[src/rtl/dm_port_sched.sv]
// dm_port_sched: arbitrates the single data-memory port between LSU load reads
// and an in-order buffer of committed stores. Loads see a fixed 1-cycle read latency.
module dm_port_sched #(
    parameter int WB_DEPTH   = 4,
    parameter int STARVE_MAX = 3
) (
    input  logic                      clk,
    input  logic                      rst,
    // Handshakes: a transfer happens in any cycle where valid and ready are both 1;
    // the requester holds valid and payload stable until that cycle.
    input  logic                      st_in_valid,
    output logic                      st_in_ready,
    input  logic [31:0]               st_in_addr,
    input  logic [31:0]               st_in_data,
    input  logic [31:0]               st_in_wmask,
    input  logic                      ld_req_valid,
    output logic                      ld_req_ready,
    input  logic [31:0]               ld_req_addr,
    input  logic [1:0]                ld_req_tag,
    output logic                      ld_rsp_valid,
    output logic [1:0]                ld_rsp_tag,
    output logic [31:0]               ld_rsp_data,
    input  logic                      drain_req,
    output logic                      wb_empty,
    output logic [$clog2(WB_DEPTH):0] wb_count,
    input  logic [31:0]               DM_rd_data,
    output logic                      DM_c_en,
    output logic                      DM_r_en,
    output logic [31:0]               DM_w_en,
    output logic [31:0]               DM_addr,
    output logic [31:0]               DM_w_data
);
    localparam int PTR_W = $clog2(WB_DEPTH);
    localparam int CNT_W = PTR_W + 1;
    localparam int SV_W  = $clog2(STARVE_MAX + 1);

    typedef enum logic [1:0] {
        GNT_IDLE  = 2'd0,
        GNT_LOAD  = 2'd1,
        GNT_STORE = 2'd2
    } grant_t;

    logic [31:0]      r_wb_addr [WB_DEPTH];
    logic [31:0]      r_wb_data [WB_DEPTH];
    logic [31:0]      r_wb_mask [WB_DEPTH];
    logic [PTR_W-1:0] r_head;
    logic [PTR_W-1:0] r_tail;
    logic [CNT_W-1:0] r_count;
    logic             r_wb_empty;
    logic [SV_W-1:0]  r_starve;
    logic             r_rsp_valid;
    logic [1:0]       r_rsp_tag;

    logic             w_full;
    logic             w_nonempty;
    logic             w_push;
    logic             w_pop;
    logic             w_hit;
    logic             w_conflict;
    logic             w_force;
    logic [CNT_W-1:0] w_count_next;
    grant_t           w_grant;

    assign w_full     = (r_count == CNT_W'(WB_DEPTH));
    assign w_nonempty = (r_count != '0);
    assign w_push     = st_in_valid && !w_full;
    assign w_pop      = (w_grant == GNT_STORE);

    // Word-granular match against every live entry plus the store entering this cycle.
    always_comb begin
        w_hit = 1'b0;
        for (int i = 0; i < WB_DEPTH; i++) begin
            if ((CNT_W'(i) < r_count) &&
                (r_wb_addr[r_head + PTR_W'(i)][31:2] == ld_req_addr[31:2]))
                w_hit = 1'b1;
        end
        if (w_push && (st_in_addr[31:2] == ld_req_addr[31:2]))
            w_hit = 1'b1;
    end

    assign w_conflict = ld_req_valid && w_hit;
    assign w_force    = w_nonempty && ((r_starve == SV_W'(STARVE_MAX)) || w_full ||
                                       drain_req || w_conflict);

    // A conflicting load is never granted, even when its older store is still entering the buffer.
    always_comb begin
        w_grant = GNT_IDLE;
        if (rst)
            w_grant = GNT_IDLE;
        else if (w_force || (w_nonempty && !ld_req_valid))
            w_grant = GNT_STORE;
        else if (ld_req_valid && !w_conflict)
            w_grant = GNT_LOAD;
    end

    always_comb begin
        ld_req_ready = 1'b0;
        DM_c_en      = 1'b1;
        DM_r_en      = 1'b0;
        DM_w_en      = '1;
        DM_addr      = '0;
        DM_w_data    = '0;
        case (w_grant)
            GNT_LOAD: begin
                ld_req_ready = 1'b1;
                DM_c_en      = 1'b0;
                DM_r_en      = 1'b1;
                DM_addr      = ld_req_addr;
            end
            GNT_STORE: begin
                DM_c_en   = 1'b0;
                DM_addr   = r_wb_addr[r_head];
                DM_w_data = r_wb_data[r_head];
                DM_w_en   = ~r_wb_mask[r_head];
            end
            default: ;
        endcase
    end

    assign w_count_next = r_count + CNT_W'(w_push) - CNT_W'(w_pop);

    always_ff @(posedge clk) begin
        if (rst) begin
            r_head      <= '0;
            r_tail      <= '0;
            r_count     <= '0;
            r_wb_empty  <= 1'b1;
            r_starve    <= '0;
            r_rsp_valid <= 1'b0;
            r_rsp_tag   <= '0;
            for (int i = 0; i < WB_DEPTH; i++) begin
                r_wb_addr[i] <= '0;
                r_wb_data[i] <= '0;
                r_wb_mask[i] <= '0;
            end
        end else begin
            if (w_push) begin
                r_wb_addr[r_tail] <= st_in_addr;
                r_wb_data[r_tail] <= st_in_data;
                r_wb_mask[r_tail] <= st_in_wmask;
                r_tail            <= r_tail + PTR_W'(1);
            end
            if (w_pop)
                r_head <= r_head + PTR_W'(1);
            r_count    <= w_count_next;
            r_wb_empty <= (w_count_next == '0);
            if (w_pop || !w_nonempty)
                r_starve <= '0;
            else if (r_starve != SV_W'(STARVE_MAX))
                r_starve <= r_starve + SV_W'(1);
            r_rsp_valid <= (w_grant == GNT_LOAD);
            if (w_grant == GNT_LOAD)
                r_rsp_tag <= ld_req_tag;
        end
    end

    assign st_in_ready  = !w_full;
    assign wb_empty     = r_wb_empty;
    assign wb_count     = r_count;
    assign ld_rsp_valid = r_rsp_valid;
    assign ld_rsp_tag   = r_rsp_tag;
    assign ld_rsp_data  = r_rsp_valid ? DM_rd_data : '0;

endmodule

[config.mk]
export PLATFORM = sky130hd
export DESIGN_NAME = dm_port_sched
export DESIGN_NICKNAME = d
export VERILOG_FILES = /design/src/rtl/dm_port_sched.sv
export SDC_FILE = /design/constraint.sdc
export NUM_CORES = 1
export LEC_CHECK = 0
export ABC_AREA = 1
export ABC_CLOCK_PERIOD_IN_PS = 11400
export CAP_MARGIN = 20
export CORE_ASPECT_RATIO = 2
export CORE_MARGIN = 3
export CORE_UTILIZATION = 51
export CTS_CLUSTER_SIZE = 8
export DETAILED_ROUTE_END_ITERATION = 8
export MAX_ROUTING_LAYER = met4
export PLACE_DENSITY_LB_ADDON = 0.1
export SYNTH_ARGS = -nofsm -noshare
export SYNTH_HDL_FRONTEND = slang
export SYNTH_SLANG_ARGS = --single-unit
[constraint.sdc]
create_clock -name clk -period 11.4 [get_ports clk]
set_clock_uncertainty 0.1 [all_clocks]
set_input_delay 3.42 -clock clk [delete_from_list [all_inputs] [get_ports clk]]
set_output_delay 3.42 -clock clk [all_outputs]
set_load 0.02 [all_outputs]
* After elaboration in Yosys (flattened, before gate mapping)
Memories as Yosys holds them, arrays and structs flattened. A register that Yosys moved wholly into a read port is not among the register bits.
Index checks and enable logic that the tools add are counted.
** Word-level totals
- RAM bits :: 384
- Register bits :: 13
- Memories kept :: 3
- Bits in latches :: 0
- ROM bits :: 0
- Logic and storage cells :: 92
** Memories
- r_wb_addr :: words 4, bits a word 32, rd ports 4, clocked after Yosys merged registers in 1, wr ports 4, RTL line 43 : logic [31:0] r_wb_addr [WB_DEPTH];
- r_wb_data :: words 4, bits a word 32, rd ports 1, clocked after Yosys merged registers in 1, wr ports 4, RTL line 44 : logic [31:0] r_wb_data [WB_DEPTH];
- r_wb_mask :: words 4, bits a word 32, rd ports 1, clocked after Yosys merged registers in 1, wr ports 4, RTL line 45 : logic [31:0] r_wb_mask [WB_DEPTH];
** Operators by class
- Shift-type cells :: 0
- Muxes and demuxes :: 34
- Bitwise operators :: 1
- Multiply operators :: 0
- Divide/modulo/power cells :: 0
- Magnitude comparators :: 4
- $add $sub $neg :: 7
- Reduce and logical (&&, ||, !) cells :: 26
- Equal/unequal tests :: 10
** Operators by type and width (number)
- 32-bit 2-to-1 mux :: 6
- 30-bit equality test :: 5
- 32-bit OR reduction :: 3
- 32-bit one-hot mux with 2 select lines :: 1
- 32-bit inverter :: 1
- 2-bit 2-to-1 mux :: 11
- 1-bit 2-to-1 mux :: 16
- 1-bit logical AND :: 10
- 2-bit by 1-bit adder with 2-bit output (second input constant) :: 3
- 1-bit by 3-bit < comparator with 1-bit output (first input constant) :: 2
- 2-bit by 3-bit < comparator with 1-bit output (first input constant) :: 2
- 1-bit logical OR :: 5
- 2-bit adder (second input constant) :: 2
- 2-bit equality test (second input constant) :: 2
- 1-bit logical NOT :: 4
- 2-bit OR reduction :: 2
- 3-bit by 1-bit adder with 3-bit output :: 1
- 3-bit equality test (second input constant) :: 1
- 3-bit logical NOT :: 1
- 3-bit nonzero test :: 1
- 3-bit by 1-bit subtractor with 3-bit output :: 1
- 2-bit by 1-bit equality test with 1-bit output (second input constant) :: 1
- 2-bit inequality test (second input constant) :: 1

* Logic depth before layout (Yosys ltp)
An unclocked memory read counts as a cell.
- Word-level depth :: 17
- Depth in mapped cells :: 29

* Worst setup path after synthesis
Ideal clock, no wire load.
- Path type :: in2reg
- From :: in st_in_valid
- To :: mem r_wb_addr[3][0], enable pin
- Buffers on the path :: 0
- Data arrival time :: 10.749 ns
- Library setup time :: 0.692 ns
- Setup slack :: -0.141 ns
- Stages on the path :: 4
- Path through :: inv_1 -> nor2_1 -> inv_1 -> o31ai_1
** RTL lines
- from (decl) :: RTL line 11 : input logic st_in_valid,
- to (decl) :: RTL line 43

* Worst setup path in the final report
- From :: in ld_req_addr[11]
- To :: out DM_addr[11]
** On the way
- Word-level cells in the longest chain between the ends :: 15
** RTL lines
- from (decl) :: RTL line 18 : input logic [31:0] ld_req_addr,
- 30-bit equality test :: RTL line 74 : (r_wb_addr[r_head + PTR_W'(i)][31:2] == ld_req_addr[31:2]))
- 1-bit logical AND :: RTL line 73 : if ((CNT_W'(i) < r_count) &&
- 1-bit 2-to-1 mux (4 in a row) :: RTL line 73
- 1-bit 2-to-1 mux :: RTL line 77 : if (w_push && (st_in_addr[31:2] == ld_req_addr[31:2]))
- 1-bit logical AND :: RTL line 81 : assign w_conflict = ld_req_valid && w_hit;
- 1-bit logical NOT / 1-bit logical OR (equally long branches) :: RTL line 92, 83
- 1-bit logical AND, on equally long branches :: RTL line 92, 82
- 1-bit 2-to-1 mux / 1-bit logical OR (equally long branches) :: RTL line 92, 90
- 2-bit 2-to-1 mux :: RTL line 90 : else if (w_force || (w_nonempty && !ld_req_valid))
- 2-bit 2-to-1 mux :: RTL line 88 : if (rst)
- 2-bit equality test / 2-bit by 1-bit equality test with 1-bit output (equally long branches) :: RTL line 103 : case (w_grant)
- 32-bit one-hot mux with 2 select lines * :: RTL line 103
- to (decl) :: RTL line 30 : output logic [31:0] DM_addr,
Every way passes the cells marked *; elsewhere a longest branch is shown, timed or not.

==> impl_metrics.env <==
export IMPL_outcome="completed"
export IMPL_drc=0
export IMPL_switching_share=0.402
export IMPL_synth_cell_types=31
export IMPL_p_leak_nw=12.4
export IMPL_crit_buf_inv=3
export IMPL_setup_viol=0
export IMPL_cts_setup_buffers=0
export IMPL_cts_resized=0
export IMPL_die_area_mm2=0.0489
export IMPL_finish_net_count=3616
export IMPL_cts_made_buffers=55
export IMPL_pwr_density_cell_mw_per_mm2=195
export IMPL_p_switching_mw=2.23
export IMPL_maxCapViolations=0
export IMPL_critPathRequiredTime_ns=7.88
export IMPL_chipHeight_um=310
export IMPL_hold_violations=0
export IMPL_drive_gt1_frac=0.0350
export IMPL_rows=110
export IMPL_relSlewSlack=0.260
export IMPL_overflow=0
export IMPL_numClockSinks=399
export IMPL_clock_root_buffer="clkbuf_16"
export IMPL_clockBufferDepth=3
export IMPL_vias=22800
export IMPL_start_util=0.519
export IMPL_cts_hold_buf=0
export IMPL_hold_ws_ns=0.414
export IMPL_syn_area_mm2=0.0235
export IMPL_crit_arrival_ns=7.29
export IMPL_io_buffers=305
export IMPL_placed_area_mm2=0.0269
export IMPL_fin_tns_setup_ns=0
export IMPL_critPathKind="input port to primary output"
export IMPL_finalCritPeriodShare=0.948
export IMPL_grt_pass1_vias=22100
export IMPL_vias_per_cell=5.68
export IMPL_start_kind="input port"
export IMPL_avgSynthCellArea_um2=7.29
export IMPL_drv_slew=0
export IMPL_track_usage=0.346
export IMPL_cpMostUsedCell="nor2_1"
export IMPL_yosys_warnings=0
export IMPL_grt_pass1_wl_um=125000
export IMPL_p_int_mw=3.33
export IMPL_grt_met2_usage=0.572
export IMPL_grt_max_degree=110
export IMPL_synth_cells=3227
export IMPL_layout_setup_ws_ns=0.590
export IMPL_synth_seq_cells=399
export IMPL_worst_pin_slew_ns=1.11
export IMPL_crit_family="buffers and inverters"
export IMPL_cp_end_kind="primary output"
export IMPL_max_stage_delay_ns=0.69
export IMPL_cts_tree="built"
export IMPL_rsz0062_at_grt="false"
export IMPL_met3_usage=0.0526
export IMPL_antenna_found_initial=2
export IMPL_clkTransAtPathRegs_ns=0.06
export IMPL_ant_nets=0
export IMPL_power_frac_seq=0.347
export IMPL_htreeDepth=2
export IMPL_wire_per_inst_um=21.1
export IMPL_ys_seq_area_frac=0.503
export IMPL_cpMaxStageDelayCell="clkdlybuf4s50_1"
export IMPL_crit_chain="clkdlybuf4s50_1 -> xnor2_1 -> nand4_1 -> nor2_1 -> nand3b_1 -> nor2_1 -> nor2_1 -> nand2_1 -> nor2_1 -> nand3_1 -> nand2_1 -> nor2_1 -> ha_2 -> buf_12 -> nand3_1 -> a21oi_1 -> clkdlybuf4s50_1"
export IMPL_ir_worst_vdd_mv=0.162
export IMPL_final_common_cell="nand2_1"
export IMPL_fin_util=0.629
export IMPL_drt_pass1_iter_count=7
export IMPL_grt_busiest_layer="met2"
export IMPL_hold_path_class="flop to flop"
export IMPL_drt_wl_total_um=84800
export IMPL_drt_iter0_drc=2424
export IMPL_p_comb_frac=0.386
export IMPL_post_place_ws_ns=0.602
export IMPL_fp_coreArea_mm2=0.0453
export IMPL_period_minus_slack_ns=10.81
export IMPL_met1_usage=0.391
export IMPL_dieWidth_um=158
export IMPL_rrSetupSlack_ns=5.82
export IMPL_synth_nets=3402
export IMPL_p_clk_frac=0.267
export IMPL_cp_max_fo=47
export IMPL_ios=306
export IMPL_place_gp_congestion=1.03
export IMPL_max_freq_mhz=92.5
export IMPL_clk_insertion_delay_late_ns=0.60
export IMPL_design_area_mm2=0.0285
export IMPL_syn_to_final_growth_pct=21.0
export IMPL_final_cell_mix="1101 x nand2_1, 655 x nor2_1, 384 x edfxtp_1"
export IMPL_place_hpwl_um=54800
metal layers:
metal,wire length (um),vias to the layer above
li1,-,10600
met1,30000,10700
met2,41600,1235
met3,7230,256
met4,6000,0
met5,0,-
state kept, by name, summed over array words and instances, names as in the netlist, named ones only:
name,cells
r_wb_mask,128
ld_rsp_valid,1
r_wb_data,128
r_starve,2
wb_count,3
r_tail,2
wb_empty,1
ld_rsp_tag,2
r_wb_addr,128
r_head,2
worst register-to-register path, delay by kind of cell (launching register included):
family / cells / cell delay (ns)
buffers and inverters: 6 / 1.79
and+or+nand+nor: 18 / 1.80
xor gates and xnor gates: 1 / 0.22
adders and majority gates: 4 / 1.09
DFF: 1 / 0.54
cell families after synthesis:
logic type / synth area share
flops: 0.503
xor+xnor: 0.0108
mux: 0.000426
buf+inv: 0.0861
fa+ha+maj: 0.00458
simple gates: 0.333
compound gates: 0.0618
path summary, 6_finish.rpt:
path              startpoint             to  cells past startpoint
max reg2reg        r_head[0]       wb_empty                     29
max          ld_req_addr[11]    DM_addr[11]                     17
min            ld_rsp_tag[0]  ld_rsp_tag[0]                      2
min reg2reg    ld_rsp_tag[0]  ld_rsp_tag[0]                      2
cells in the mapped netlist:
library cell  number  area share
ha_1               7      0.0037
nand3b_1           1     0.00032
nand4_1           12      0.0032
xor2_1             9      0.0034
nor2_1           655        0.10
or2_0              1     0.00027
buf_6              1     0.00048
clkbuf_1         118       0.019
o21bai_1           1     0.00032
nand3_1          222       0.047
xnor2_1           20      0.0074
buf_2             58       0.012
nor3_1             5      0.0011
o211ai_1           2     0.00064
buf_4              6      0.0019
nand2_1         1103        0.18
mux2i_1            1     0.00043
inv_2              4     0.00064
o21ai_0          155       0.033
a21oi_1           69       0.015
dfxtp_1           15       0.013
clkinv_1           2     0.00032
o2111ai_1          1     0.00037
fa_1               1     0.00085
inv_1            314       0.050
o21ai_1            5      0.0011
nand2_2            2     0.00053
edfxtp_1         384        0.49
o31ai_1            1     0.00032
buf_1              9      0.0014
o22ai_1           43       0.011
per-stage QoR:
stage | total power, mW | instances
CTS | 5.54 | 4019
detailed placement | 4.06 | 3944
global placement | 4.04 | 3943
global route | 5.82 | 4021
finish | 5.56 | 4021
floorplan | 3.25 | 3227
power groups by stage:
stage	clock network, mW	logic [mW]	registers (mW)
floorplan	0	1.35	1.90
global placement	0	2.09	1.94
detailed placement	0	2.11	1.95
CTS	1.50	2.12	1.93
global route	1.55	2.32	1.94
finish	1.48	2.15	1.93
area by class of cell:
cell class,instances,area [um2]
Multi-Input combinational cell,2316,9720
Fill cell,3962,16800
Clock inverter,2,50.0
Inverter,320,1210
Clock buffer,73,1470
Antenna cell,2,5.00
Sequential cell,399,11800
Tap cell,560,701
Timing Repair Buffer,349,3480
(Power assumes the default switching activity.)
